<file path="config.mk">
export PLATFORM = sky130hd
export DESIGN_NAME = div24_seq_ctrl
export DESIGN_NICKNAME = d
export VERILOG_FILES = /design/src/rtl/div24_pkg.sv /design/src/rtl/div24_sign_fix.sv /design/src/rtl/div24_seq_ctrl.sv
export SDC_FILE = /design/constraint.sdc
export NUM_CORES = 1
export LEC_CHECK = 0
export CAP_MARGIN = 20
export CELL_PAD_IN_SITES_DETAIL_PLACEMENT = 0
export CELL_PAD_IN_SITES_GLOBAL_PLACEMENT = 1
export CORE_MARGIN = 4
export CORE_UTILIZATION = 35
export DETAILED_ROUTE_END_ITERATION = 12
export PLACE_DENSITY_LB_ADDON = 0.1
export REMOVE_ABC_BUFFERS = 1
export SETUP_SLACK_MARGIN = 0.3
export SLEW_MARGIN = 0
export SYNTH_ARGS = -nofsm -noshare
export SYNTH_HDL_FRONTEND = slang
export SYNTH_SLANG_ARGS = --single-unit
</file>
<file path="constraint.sdc">
create_clock -name clk -period 2.7 [get_ports clk]
set_input_delay 0.81 -clock clk [delete_from_list [all_inputs] [get_ports clk]]
set_output_delay 0.81 -clock clk [all_outputs]
set_load 0.1 [all_outputs]
</file>
<file path="src/rtl/div24_pkg.sv">
// Shared types and constants for the 24-bit divider sequencing front end.
package div24_pkg;

    localparam int unsigned DIV_WIDTH = 24;

    // Quotient reported for a divide by zero.
    localparam logic [DIV_WIDTH-1:0] DBZ_QUOT = '1;

    typedef enum logic [2:0] {
        ST_IDLE = 3'd0,
        ST_PREP = 3'd1,
        ST_WAIT = 3'd2,
        ST_FIX  = 3'd3,
        ST_RESP = 3'd4
    } div_state_t;

endpackage : div24_pkg

</file>
<file path="src/rtl/div24_sign_fix.sv">
// Conditional two's-complement negate; serves as abs() on operands and as
// the sign fix-up on results.
module div24_sign_fix
    import div24_pkg::*;
#(
    parameter int unsigned WIDTH = DIV_WIDTH
) (
    input  logic [WIDTH-1:0] val_i,
    input  logic             neg_i,
    output logic [WIDTH-1:0] res_c_o
);

    // Wraps modulo 2^WIDTH, so the most negative value maps onto itself.
    always_comb begin
        res_c_o = val_i;
        if (neg_i) begin
            res_c_o = (~val_i) + WIDTH'(1);
        end
    end

endmodule : div24_sign_fix

</file>
<file path="src/rtl/div24_seq_ctrl.sv">
// Request/response sequencer around an external combinational unsigned divider:
// takes operand magnitudes, waits out the divider settling window, fixes signs.
module div24_seq_ctrl
    import div24_pkg::*;
#(
    parameter int unsigned WIDTH      = DIV_WIDTH,
    parameter int unsigned DIV_CYCLES = 2
) (
    input  logic             clk,
    input  logic             rst,
    input  logic             req_valid,
    output logic             req_ready,
    input  logic [WIDTH-1:0] req_a,
    input  logic [WIDTH-1:0] req_b,
    input  logic             req_signed,
    output logic             rsp_valid,
    input  logic             rsp_ready,
    output logic [WIDTH-1:0] rsp_quot,
    output logic [WIDTH-1:0] rsp_rem,
    output logic             rsp_dbz,
    output logic             busy,
    output logic [WIDTH-1:0] div_a,
    output logic [WIDTH-1:0] div_b,
    input  logic [WIDTH-1:0] div_q,
    input  logic [WIDTH-1:0] div_r
);

    localparam int unsigned CNT_W = (DIV_CYCLES > 1) ? $clog2(DIV_CYCLES) : 1;

    div_state_t state_q, state_d;

    logic [WIDTH-1:0] a_q, a_d;
    logic [WIDTH-1:0] b_q, b_d;
    logic             signed_q, signed_d;
    logic             dbz_q, dbz_d;
    logic             neg_quot_q, neg_quot_d;
    logic             neg_rem_q, neg_rem_d;
    logic [CNT_W-1:0] cnt_q, cnt_d;
    logic [WIDTH-1:0] quot_raw_q, quot_raw_d;
    logic [WIDTH-1:0] rem_raw_q, rem_raw_d;
    logic [WIDTH-1:0] div_a_q, div_a_d;
    logic [WIDTH-1:0] div_b_q, div_b_d;
    logic [WIDTH-1:0] rsp_quot_q, rsp_quot_d;
    logic [WIDTH-1:0] rsp_rem_q, rsp_rem_d;
    logic             rsp_dbz_q, rsp_dbz_d;
    logic             rsp_valid_q, rsp_valid_d;
    logic             req_ready_q, req_ready_d;
    logic             busy_q, busy_d;

    logic             neg_a_c;
    logic             neg_b_c;
    logic [WIDTH-1:0] abs_a_c;
    logic [WIDTH-1:0] abs_b_c;
    logic [WIDTH-1:0] fix_quot_c;
    logic [WIDTH-1:0] fix_rem_c;

    assign neg_a_c = signed_q & a_q[WIDTH-1];
    assign neg_b_c = signed_q & b_q[WIDTH-1];

    div24_sign_fix #(.WIDTH(WIDTH)) u_abs_a (
        .val_i   (a_q),
        .neg_i   (neg_a_c),
        .res_c_o (abs_a_c)
    );

    div24_sign_fix #(.WIDTH(WIDTH)) u_abs_b (
        .val_i   (b_q),
        .neg_i   (neg_b_c),
        .res_c_o (abs_b_c)
    );

    div24_sign_fix #(.WIDTH(WIDTH)) u_fix_quot (
        .val_i   (quot_raw_q),
        .neg_i   (neg_quot_q),
        .res_c_o (fix_quot_c)
    );

    div24_sign_fix #(.WIDTH(WIDTH)) u_fix_rem (
        .val_i   (rem_raw_q),
        .neg_i   (neg_rem_q),
        .res_c_o (fix_rem_c)
    );

    // Next-state and datapath update.
    always_comb begin
        state_d     = state_q;
        a_d         = a_q;
        b_d         = b_q;
        signed_d    = signed_q;
        dbz_d       = dbz_q;
        neg_quot_d  = neg_quot_q;
        neg_rem_d   = neg_rem_q;
        cnt_d       = cnt_q;
        quot_raw_d  = quot_raw_q;
        rem_raw_d   = rem_raw_q;
        div_a_d     = div_a_q;
        div_b_d     = div_b_q;
        rsp_quot_d  = rsp_quot_q;
        rsp_rem_d   = rsp_rem_q;
        rsp_dbz_d   = rsp_dbz_q;

        unique case (state_q)
            ST_IDLE: begin
                if (req_valid) begin
                    a_d      = req_a;
                    b_d      = req_b;
                    signed_d = req_signed;
                    dbz_d    = 1'b0;
                    state_d  = ST_PREP;
                end
            end
            ST_PREP: begin
                if (b_q == '0) begin
                    dbz_d   = 1'b1;
                    state_d = ST_FIX;
                end else begin
                    div_a_d    = abs_a_c;
                    div_b_d    = abs_b_c;
                    neg_quot_d = signed_q & (a_q[WIDTH-1] ^ b_q[WIDTH-1]);
                    neg_rem_d  = signed_q & a_q[WIDTH-1];
                    cnt_d      = CNT_W'(DIV_CYCLES - 1);
                    state_d    = ST_WAIT;
                end
            end
            ST_WAIT: begin
                if (cnt_q == '0) begin
                    quot_raw_d = div_q;
                    rem_raw_d  = div_r;
                    state_d    = ST_FIX;
                end else begin
                    cnt_d = cnt_q - CNT_W'(1);
                end
            end
            ST_FIX: begin
                if (dbz_q) begin
                    rsp_quot_d = WIDTH'(DBZ_QUOT);
                    rsp_rem_d  = a_q;
                    rsp_dbz_d  = 1'b1;
                end else begin
                    rsp_quot_d = fix_quot_c;
                    rsp_rem_d  = fix_rem_c;
                    rsp_dbz_d  = 1'b0;
                end
                state_d = ST_RESP;
            end
            ST_RESP: begin
                if (rsp_ready) begin
                    state_d = ST_IDLE;
                end
            end
            default: begin
                state_d = ST_IDLE;
            end
        endcase

        // Handshake flags are registered copies of the decoded next state.
        req_ready_d = (state_d == ST_IDLE);
        rsp_valid_d = (state_d == ST_RESP);
        busy_d      = (state_d != ST_IDLE);
    end

    always_ff @(posedge clk) begin
        if (rst) begin
            state_q     <= ST_IDLE;
            a_q         <= '0;
            b_q         <= '0;
            signed_q    <= 1'b0;
            dbz_q       <= 1'b0;
            neg_quot_q  <= 1'b0;
            neg_rem_q   <= 1'b0;
            cnt_q       <= '0;
            quot_raw_q  <= '0;
            rem_raw_q   <= '0;
            div_a_q     <= '0;
            div_b_q     <= '0;
            rsp_quot_q  <= '0;
            rsp_rem_q   <= '0;
            rsp_dbz_q   <= 1'b0;
            rsp_valid_q <= 1'b0;
            req_ready_q <= 1'b1;
            busy_q      <= 1'b0;
        end else begin
            state_q     <= state_d;
            a_q         <= a_d;
            b_q         <= b_d;
            signed_q    <= signed_d;
            dbz_q       <= dbz_d;
            neg_quot_q  <= neg_quot_d;
            neg_rem_q   <= neg_rem_d;
            cnt_q       <= cnt_d;
            quot_raw_q  <= quot_raw_d;
            rem_raw_q   <= rem_raw_d;
            div_a_q     <= div_a_d;
            div_b_q     <= div_b_d;
            rsp_quot_q  <= rsp_quot_d;
            rsp_rem_q   <= rsp_rem_d;
            rsp_dbz_q   <= rsp_dbz_d;
            rsp_valid_q <= rsp_valid_d;
            req_ready_q <= req_ready_d;
            busy_q      <= busy_d;
        end
    end

    assign req_ready = req_ready_q;
    assign rsp_valid = rsp_valid_q;
    assign busy      = busy_q;
    assign rsp_quot  = rsp_quot_q;
    assign rsp_rem   = rsp_rem_q;
    assign rsp_dbz   = rsp_dbz_q;
    assign div_a     = div_a_q;
    assign div_b     = div_b_q;

endmodule : div24_seq_ctrl

</file>
Word level (Yosys, flattened, before mapping)
Index checks and enable logic that the tools add are counted.

Add/subtract/negate cells: 5. Equality and inequality tests: 8. Muxes and demuxes: 18. Bitwise logic cells: 10. Reduce and logical (&&, ||, !) cells: 11.

Operators with widths (count): $mux 24 (6); $add 24x1->24 const B (4); $not 24->24 (4); $logic_not 24->1 (1); $pmux 3 s5 (1); $mux 3 (3); $reduce_and 2->1 (4); $eq 3x2->1 const B (2); $eq 3x3->1 const B (2); $logic_not 3->1 (2); $mux 1 (6); $ne 2x2->1 const B (3); $pmux 1 s2 (2); $reduce_bool 2->1 (2); $and 1x1->1 (3); $eq 3x1->1 const B (1); $reduce_and 3->1 (1); $reduce_bool 3->1 (1); $not 1->1 (2); $sub 1x1->1 const B (1); $xor 1x1->1 (1).

Bits in registers: 204. Bits of input ports: 101. Output and inout bits: 100. Word-level logic and storage cells: 70.

Longest topological paths before layout
Gate-level depths: netlist of the first run.

Depth in word-level cells: 4. Mapped depth: 9. Gate-level depth less buffers: 7.

Hierarchy
From an unflattened synthesis of the first run, not the netlist that was laid out.

Cell total of the unflattened synthesis: 1376. Area total of the unflattened synthesis: 10821.6 um^2.

By module, submodules not included: div24_seq_ctrl (instances 1, cells an instance 1096, area an instance 8819.7 um^2, seq. area each 4083.9 um^2); div24_sign_fix (instances 4, cells an instance 70, area an instance 500.5 um^2, seq. area each 0.0 um^2).

Worst setup path after synthesis of the first run
Ideal clock, no wire load.

Path kind: flip-flop to flip-flop. Start: register rem_raw_q[5]. End: register rsp_rem_q[23], in the netlist rsp_rem[23]. Library setup time: 132 ps. Data arrival time: 2196 ps. Required time: 2568 ps. Setup slack: 372 ps. Stages on the path, launching flop included: 7. Path buffers: 1. Period minus slack after synthesis: 2328 ps. Cells stage by stage: dfxtp_1 or4_4 or4_4 buf_6 o311a_1 o311ai_1 a21oi_1.

Longest elaborated chain between the ends: 4.

Ends and longest elaborated chain: start, declared (RTL line div24_seq_ctrl.sv:40) `logic [WIDTH-1:0] rem_raw_q, rem_raw_d;`; start signal, assigned (RTL line div24_seq_ctrl.sv:192) `rem_raw_q <= rem_raw_d;`; $not 24->24 (RTL line div24_sign_fix.sv:17) `res_c_o = (~val_i) + WIDTH'(1);`; $add 24x1->24 (RTL line div24_sign_fix.sv:17); $mux 24 (RTL line div24_sign_fix.sv:16) `if (neg_i) begin`; $mux 24 (RTL line div24_seq_ctrl.sv:135) `if (dbz_q) begin`; end signal, assigned (RTL line div24_seq_ctrl.sv:196) `rsp_rem_q <= rsp_rem_d;`; end, declared (RTL line div24_seq_ctrl.sv:44) `logic [WIDTH-1:0] rsp_rem_q, rsp_rem_d;`.

No other way between the ends. A chain may end at the register's enable or synchronous reset.

Worst setup path after layout of the first run
Start: register rem_raw_q[6]. End: register rsp_rem_q[23], in the netlist rsp_rem[23].

The elaborated chain is that of the path after synthesis.

==> summary.md, run 1 <==
| Metric | Value |
|---|---|
| Status | `finished, final reports clean` |
| Final TNS setup | `0 ns` |
| Largest net degree at the start of global routing | `110` |
| Clock-pin slew on the worst setup and hold paths | `0.06 ns` |
| PD cells | `881 nW/um2` |
| Vias/cell | `5.15` |
| Avg Inst Size Synth | `7.97 um2` |
| Compound-Gate Fraction of Synth Area | `23.0%` |
| Initial antenna violation count | `2` |
| DRT Pass-1 Iters | `5` |
| Storage cell area | `4080 um2` |
| Clock Skews | `0.0101 ns` |
| Crit-path cells | `or4_4 -> or4_4 -> o311a_1 -> o311ai_1 -> a21oi_1` |
| CP arrival | `2.71 ns` |
| Layout cell share with drive strength beyond 1 | `14.4%` |
| Cells after DPL | `1623` |
| Pleak | `4.48 nW` |
| Fin crit share | `86.5%` |
| Post-synthesis mux area share | `0.440%` |
| Final Worst Setup Slack | `0.364 ns` |
| Die width | `169 um` |
| Longest Clk Path Bufs | `3` |
| Fin crit period | `2.34 ns` |
| Clock Sinks | `204` |
| Worst-path maximum fanout | `7` |
| Gpl congestion | `0.775` |
| 1st-iter DRT viols | `469` |
| Total global-route track usage | `19.2%` |
| Hold Path Class | `register to register` |
| Post-synth EDFFs | `0` |
| Critical Path Source Type | `register` |
| Area of the multi-input gates | `4700 um2` |
| Synth async-reset ratio | `0%` |
| Antenna Nets Post-Route | `0` |
| First-pass GRT wire length | `45100 um` |
| H-tree depth | `1` |
| Final WL | `29100 um` |
| Slew HR | `36.4%` |
| Count leader, synth | `nand2_1` |
| Maxcap violations | `0` |
| Warnings from Yosys | `0` |
| Post-Synth Simple-Gate Area | `19.6%` |
| Vias in the first global route | `8161` |
| Most frequent cells after synthesis | `nand2_1, dfxtp_1, a21oi_1` |
| Endpoint class of the critical path | `register` |
| Num CTS Buffers | `24` |
| RSZ-0062 raised after global routing | `yes` |
| Main combinational cell family by area after synthesis | `compound AO/OA/AOI/OAI gates` |
| FF-to-FF Start | `rem_raw_q[6]$_SDFFE_PP0P_` |
| Final Slew Violations | `0` |
| WHS | `0.457 ns` |
| Die area | `28700 um2` |
| Site Rows | `58` |
| Fillers | `2584` |
| Clk Latency, worst-skew pair | `0.52 ns` |
| Final Setup Violations | `0` |
| Initial core utilization | `35.8%` |
| Pre-CTS WS | `0.252 ns` |
| Post-Synth Adder-Cell Area | `0.550%` |
| Ys flop type | `dfxtp_1` |
| Pwr Total | `10.7 mW` |
| Via count | `8590` |
| Max VDD drop | `0.000702 V` |
| Synth cell types | `55` |
| Crit path required time | `3.07 ns` |
| Finished Layout Cells | `1668` |
| Top-Level Pins | `201` |
| Fmax | `428 MHz` |
| Final net count | `1426` |
| #FFs+latches synth | `204` |
| Sequential element share of the synthesized area | `44.9%` |
| Fin. Hold Viols | `0` |
| Die Height | `169 um` |
| Core area | `25400 um2` |
| Crit Path Class | `register to register` |
| Post-synth top area share | `44.9%` |
| Yosys top cell by area | `dfxtp_1` |
| Overflow after GRT | `0` |
| Wire length per cell | `17.5 um` |
| Most frequent CP cell | `or4_4` |
| Largest cells by area after synthesis | `dfxtp_1, nand2_1, a21oi_1` |
| Slew @ Worst Pin | `0.953 ns` |
| CP peak stage delay | `0.57 ns` |
| XOR/XNOR Fraction of Synth Area | `7.31%` |
| HP Start | `rem_raw_q[23]$_SDFFE_PP0P_` |
| CTS tree | `yes` |
| Slowest cell on crit path | `or4_4` |
| Mapped Cells | `1143` |
| Area Overhead vs Synth | `33.0%` |
| CP Launch Point | `rem_raw_q[6]$_SDFFE_PP0P_` |
| DR DRC count | `0` |
| Root Buffer | `clkbuf_16` |
| Placed wire-length estimate | `19900 um` |
| Post-Syn Area | `9100 um2` |
| Post-CTS Hold Fix Bufs | `0` |
| Port Buf Inserts | `200` |
[worst max-delay path, delay by kind of cell (launching register included)]
kind / cells / cell delay [ns]
AOI/OAI and AO/OA: 3 / 0.71
and+or+nand+nor: 2 / 1.13
DFF: 1 / 0.35
[worst paths after layout]
check                           slack (ns)                    endpoint  cells past startpoint
worst max register to register        0.36    rsp_rem[23]$_SDFFE_PP0N_                      5
worst min register to register        0.46  rem_raw_q[23]$_SDFFE_PP0P_                      2
worst max-delay path                  0.36    rsp_rem[23]$_SDFFE_PP0N_                      5
worst min-delay path                  0.46  rem_raw_q[23]$_SDFFE_PP0P_                      2
[layout make-up]
class	count	share of cell area (%)
inverters	17	0.527
multi-input cells	842	38.8
clock buffers	36	6.00
flip-flops and latches	204	33.7
repair buffers	232	17.0
diodes	1	0.0207
well taps	330	3.41
clock inverters	6	0.475
[flip-flops by register name (all words and copies together), names as in the netlist, 3 cells and up]
name,flops
div_b,24
a_q,24
rsp_quot,24
quot_raw_q,24
div_a,24
state_q,3
rem_raw_q,24
rsp_rem,24
b_q,24
[routing by layer]
metal	GRT usage [%]	vias up	wire (um)
met4	4.45	2	611
met1	26.4	3990	13200
li1	-	4371	-
met2	31.5	188	13600
met5	0	-	13
met3	3.80	39	1610
[where the power goes]
group,leakage (nW),internal [mW],switching [mW]
clock network,0.387,1.94,1.26
registers,1.66,3.38,0.381
logic,2.43,1.06,2.64
total,4.48,6.39,4.28
[metrics by stage]
stage	area, um2	util [%]
floorplan	8780	-
detailed placement	11200	44.2
CTS	12000	47.3
finish	12100	47.7
global placement	11200	44.2
global route	12100	47.7
[cell families after synthesis]
family / after synthesis
XOR/XNOR: 76
buffers and inverters: 97
AND/OR/NAND/NOR: 399
multiplexers: 4
adder cells (fa/ha/maj): 4
flip-flops: 204
AO/OA/AOI/OAI: 359
[repair_timing]
| action | CTS | global route |
|---|---|---|
| gates cloned | 0 | 1 |
| pin swaps | 0 | 4 |
| gates resized for setup | 3 | 16 |
| buffers inserted | 0 | 1 |
| setup endpoints to repair | 12 | 59 |
[cell usage in the layout, fill, tap and decap left out, types with 14 or more instances in the layout]
cell / instances
nand2_1: 253
dfxtp_1: 204
a21oi_1: 180
buf_4: 127
clkdlybuf4s50_1: 99
o21ai_0: 65
nor2_1: 49
xor2_1: 40
xnor2_1: 36
clkbuf_16: 26
o31ai_1: 23
a31oi_1: 17
inv_1: 14
Note: power is estimated with default switching activity, not from simulation.
==> run 2, diff against run 1 <==
--- a/config.mk
+++ b/config.mk
@@ -10,6 +10,7 @@
 export CELL_PAD_IN_SITES_GLOBAL_PLACEMENT = 1
 export CORE_MARGIN = 4
 export CORE_UTILIZATION = 35
+export CTS_BUF_LIST = sky130_fd_sc_hd__clkbuf_8
 export DETAILED_ROUTE_END_ITERATION = 12
 export PLACE_DENSITY_LB_ADDON = 0.1
 export REMOVE_ABC_BUFFERS = 1
==> summary.md, run 2 (synthesis gave the netlist of run 1 again) <==
| Metric | Value |
|---|---|
| Total global-route track usage | `19.4% (was 19.2%)` |
| Cells after DPL | `1623 (unchanged)` |
| Via count | `8646 (was 8590)` |
| Hold-critical path depth | `2 (unchanged)` |
| Post-CTS Hold Fix Bufs | `0 (unchanged)` |
| Core area | `25400 um2 (unchanged)` |
| Die Height | `169 um (unchanged)` |
| Critical Path Source Type | `register (unchanged)` |
| Commonest non-fill, non-tap cell in the layout | `nand2_1 (unchanged)` |
| Flop-to-flop setup slack | `0.37 ns (was 0.36 ns)` |
| CP arrival | `2.71 ns (about the same)` |
| Initial antenna violation count | `2 (unchanged)` |
| Placed wire-length estimate | `19900 um (unchanged)` |
| CP peak stage delay | `0.57 ns (about the same)` |
| Area Overhead vs Synth | `33.2% (was 33.0%)` |
| Hold path endpoint | `rem_raw_q[23]$_SDFFE_PP0P_ (unchanged)` |
| Final Setup Violations | `0 (unchanged)` |
| Die area | `28700 um2 (unchanged)` |
| PD cells | `867 nW/um2 (was 881 nW/um2)` |
| Fmax | `429 MHz (was 428 MHz)` |
| R2r worst-path depth | `5 (unchanged)` |
| Slew HR | `37.8% (was 36.4%)` |
| Site Rows | `58 (unchanged)` |
| Crit Path Class | `register to register (unchanged)` |
| Most frequent CP cell | `or4_4 (unchanged)` |
| Top-Level Pins | `201 (unchanged)` |
| Crit path required time | `3.08 ns (was 3.07 ns)` |
| RSZ-0062 raised after global routing | `yes (unchanged)` |
| Clock Skews | `0.00924 ns (was 0.0101 ns)` |
| Layout cell share with drive strength beyond 1 | `15.5% (was 14.4%)` |
| Clock Sinks | `204 (unchanged)` |
| Slew @ Worst Pin | `0.932 ns (was 0.953 ns)` |
| Gpl congestion | `0.775 (unchanged)` |
| Fin crit share | `86.3% (was 86.5%)` |
| HP Start | `rem_raw_q[23]$_SDFFE_PP0P_ (unchanged)` |
| Final net count | `1440 (was 1426)` |
| Wire length per cell | `17.3 um (was 17.5 um)` |
| Root Buffer | `clkbuf_8 (was clkbuf_16)` |
| Port Buf Inserts | `200 (unchanged)` |
| Final Slew Violations | `0 (unchanged)` |
| Clock-pin slew on the worst setup and hold paths | `0.06 ns (about the same)` |
| Fin crit period | `2.33 ns (was 2.34 ns)` |
| Hold Path Class | `register to register (unchanged)` |
| WHS | `0.457 ns (about the same)` |
| DR DRC count | `0 (unchanged)` |
| Die width | `169 um (unchanged)` |
| Finished Layout Cells | `1693 (was 1668)` |
| Crit-path cells | `or4_4 -> or4_4 -> o311a_1 -> o311ai_1 -> a21oi_1 (unchanged)` |
| Clk Latency, worst-skew pair | `0.52 ns (about the same)` |
| Final WL | `29300 um (was 29100 um)` |
| Antenna Nets Post-Route | `0 (unchanged)` |
| Vias in the first global route | `8304 (was 8161)` |
| Most frequent cells in the layout | `nand2_1, dfxtp_1, a21oi_1, buf_4, clkdlybuf4s50_1 (unchanged)` |
| FF-to-FF Start | `rem_raw_q[6]$_SDFFE_PP0P_ (unchanged)` |
| Max VDD drop | `0.000603 V (was 0.000702 V)` |
| Worst-path maximum fanout | `7 (unchanged)` |
| Status | `finished, final reports clean (unchanged)` |
| H-tree depth | `2 (was 1)` |
| Num CTS Buffers | `37 (was 24)` |
| Endpoint class of the critical path | `register (unchanged)` |
| DRT Pass-1 Iters | `4 (was 5)` |
| Pleak | `4.54 nW (was 4.48 nW)` |
| CTS tree | `yes (unchanged)` |
| Initial core utilization | `35.8% (unchanged)` |
| First-pass GRT wire length | `45200 um (was 45100 um)` |
| Maxcap violations | `0 (unchanged)` |
| Vias/cell | `5.11 (was 5.15)` |
| Worst R2R End | `rsp_rem[23]$_SDFFE_PP0N_ (unchanged)` |
| Fin. Hold Viols | `0 (unchanged)` |
| Overflow after GRT | `0 (unchanged)` |
| Largest net degree at the start of global routing | `110 (unchanged)` |
| Slowest cell on crit path | `or4_4 (unchanged)` |
| Longest Clk Path Bufs | `3 (unchanged)` |
| 1st-iter DRT viols | `416 (was 469)` |
run 2: timing repair:
item / in CTS / in global routing
endpoints found under the setup margin: 13 / 57
buffers inserted: 0 / 2
pin swaps: 0 / 4
resized for setup: 3 / 17
cloned: 0 / 1
run 2: worst max path at each step:
stage / startpoint / end / depth (start not counted)
floorplan: req_valid / req_ready$_SDFF_PP1_ / 3
detailed placement: rem_raw_q[1]$_SDFFE_PP0P_ / rsp_rem[22]$_SDFFE_PP0N_ / 7
global route: rem_raw_q[2]$_SDFFE_PP0P_ / rsp_rem[23]$_SDFFE_PP0N_ / 5
finish: rem_raw_q[6]$_SDFFE_PP0P_ / rsp_rem[23]$_SDFFE_PP0N_ / 5
global placement: rem_raw_q[1]$_SDFFE_PP0P_ / rsp_rem[22]$_SDFFE_PP0N_ / 7
CTS: rem_raw_q[1]$_SDFFE_PP0P_ / rsp_rem[22]$_SDFFE_PP0N_ / 7
run 2: cell type report:
cell class	count	area (um2)
fill	2598	13300
clock buffer	51	702
multi-input combinational	842	4700
antenna	1	2.50
tap	330	413
timing repair buffer	233	2070
sequential	204	4080
inverter	17	63.8
clock inverter	15	87.6
run 2: routing by layer:
| metal | global-route usage [%] | vias to the layer above | wire, um |
|---|---|---|---|
| li1 | - | 4401 | - |
| met1 | 26.0 | 4018 | 13400 |
| met2 | 31.6 | 188 | 13700 |
| met3 | 4.29 | 37 | 1650 |
| met4 | 5.11 | 2 | 555 |
| met5 | 0 | - | 20 |
run 2: power breakdown:
part	switching (mW)	total [mW]	internal, mW
clock network	1.28	3.05	1.77
registers	0.382	3.76	3.38
logic	2.64	3.71	1.07
run 2: metrics by stage:
stage | util (%) | setup TNS [ns] | total power, mW | area (um2) | setup WS, ns
after floorplan | - | -220.12 | 6.29 | 8780 | -2.42
final | 47.8 | 0 | 10.5 | 12100 | 0.371
after CTS | 47.4 | 0 | 10.6 | 12000 | 0.276
after global placement | 44.2 | 0 | 7.44 | 11200 | 0.276
after global routing | 47.8 | 0 | 11.1 | 12100 | 0.297
after detailed placement | 44.2 | 0 | 7.45 | 11200 | 0.252
run 2: worst max-delay path, delay by kind of cell, from the launching register on:
kind | cells | cell delay (ns)
flip-flops | 1 | 0.35
AND/OR/NAND/NOR | 2 | 1.13
AO/OA/AOI/OAI | 3 | 0.71
==> run 3, diff against run 2 <==
--- a/config.mk
+++ b/config.mk
@@ -5,7 +5,7 @@
 export SDC_FILE = /design/constraint.sdc
 export NUM_CORES = 1
 export LEC_CHECK = 0
-export CAP_MARGIN = 20
+export CAP_MARGIN = 25
 export CELL_PAD_IN_SITES_DETAIL_PLACEMENT = 0
 export CELL_PAD_IN_SITES_GLOBAL_PLACEMENT = 1
 export CORE_MARGIN = 4
==> results of run 3 <==
Final layout, timing and power as in run 2 (identical DEF).
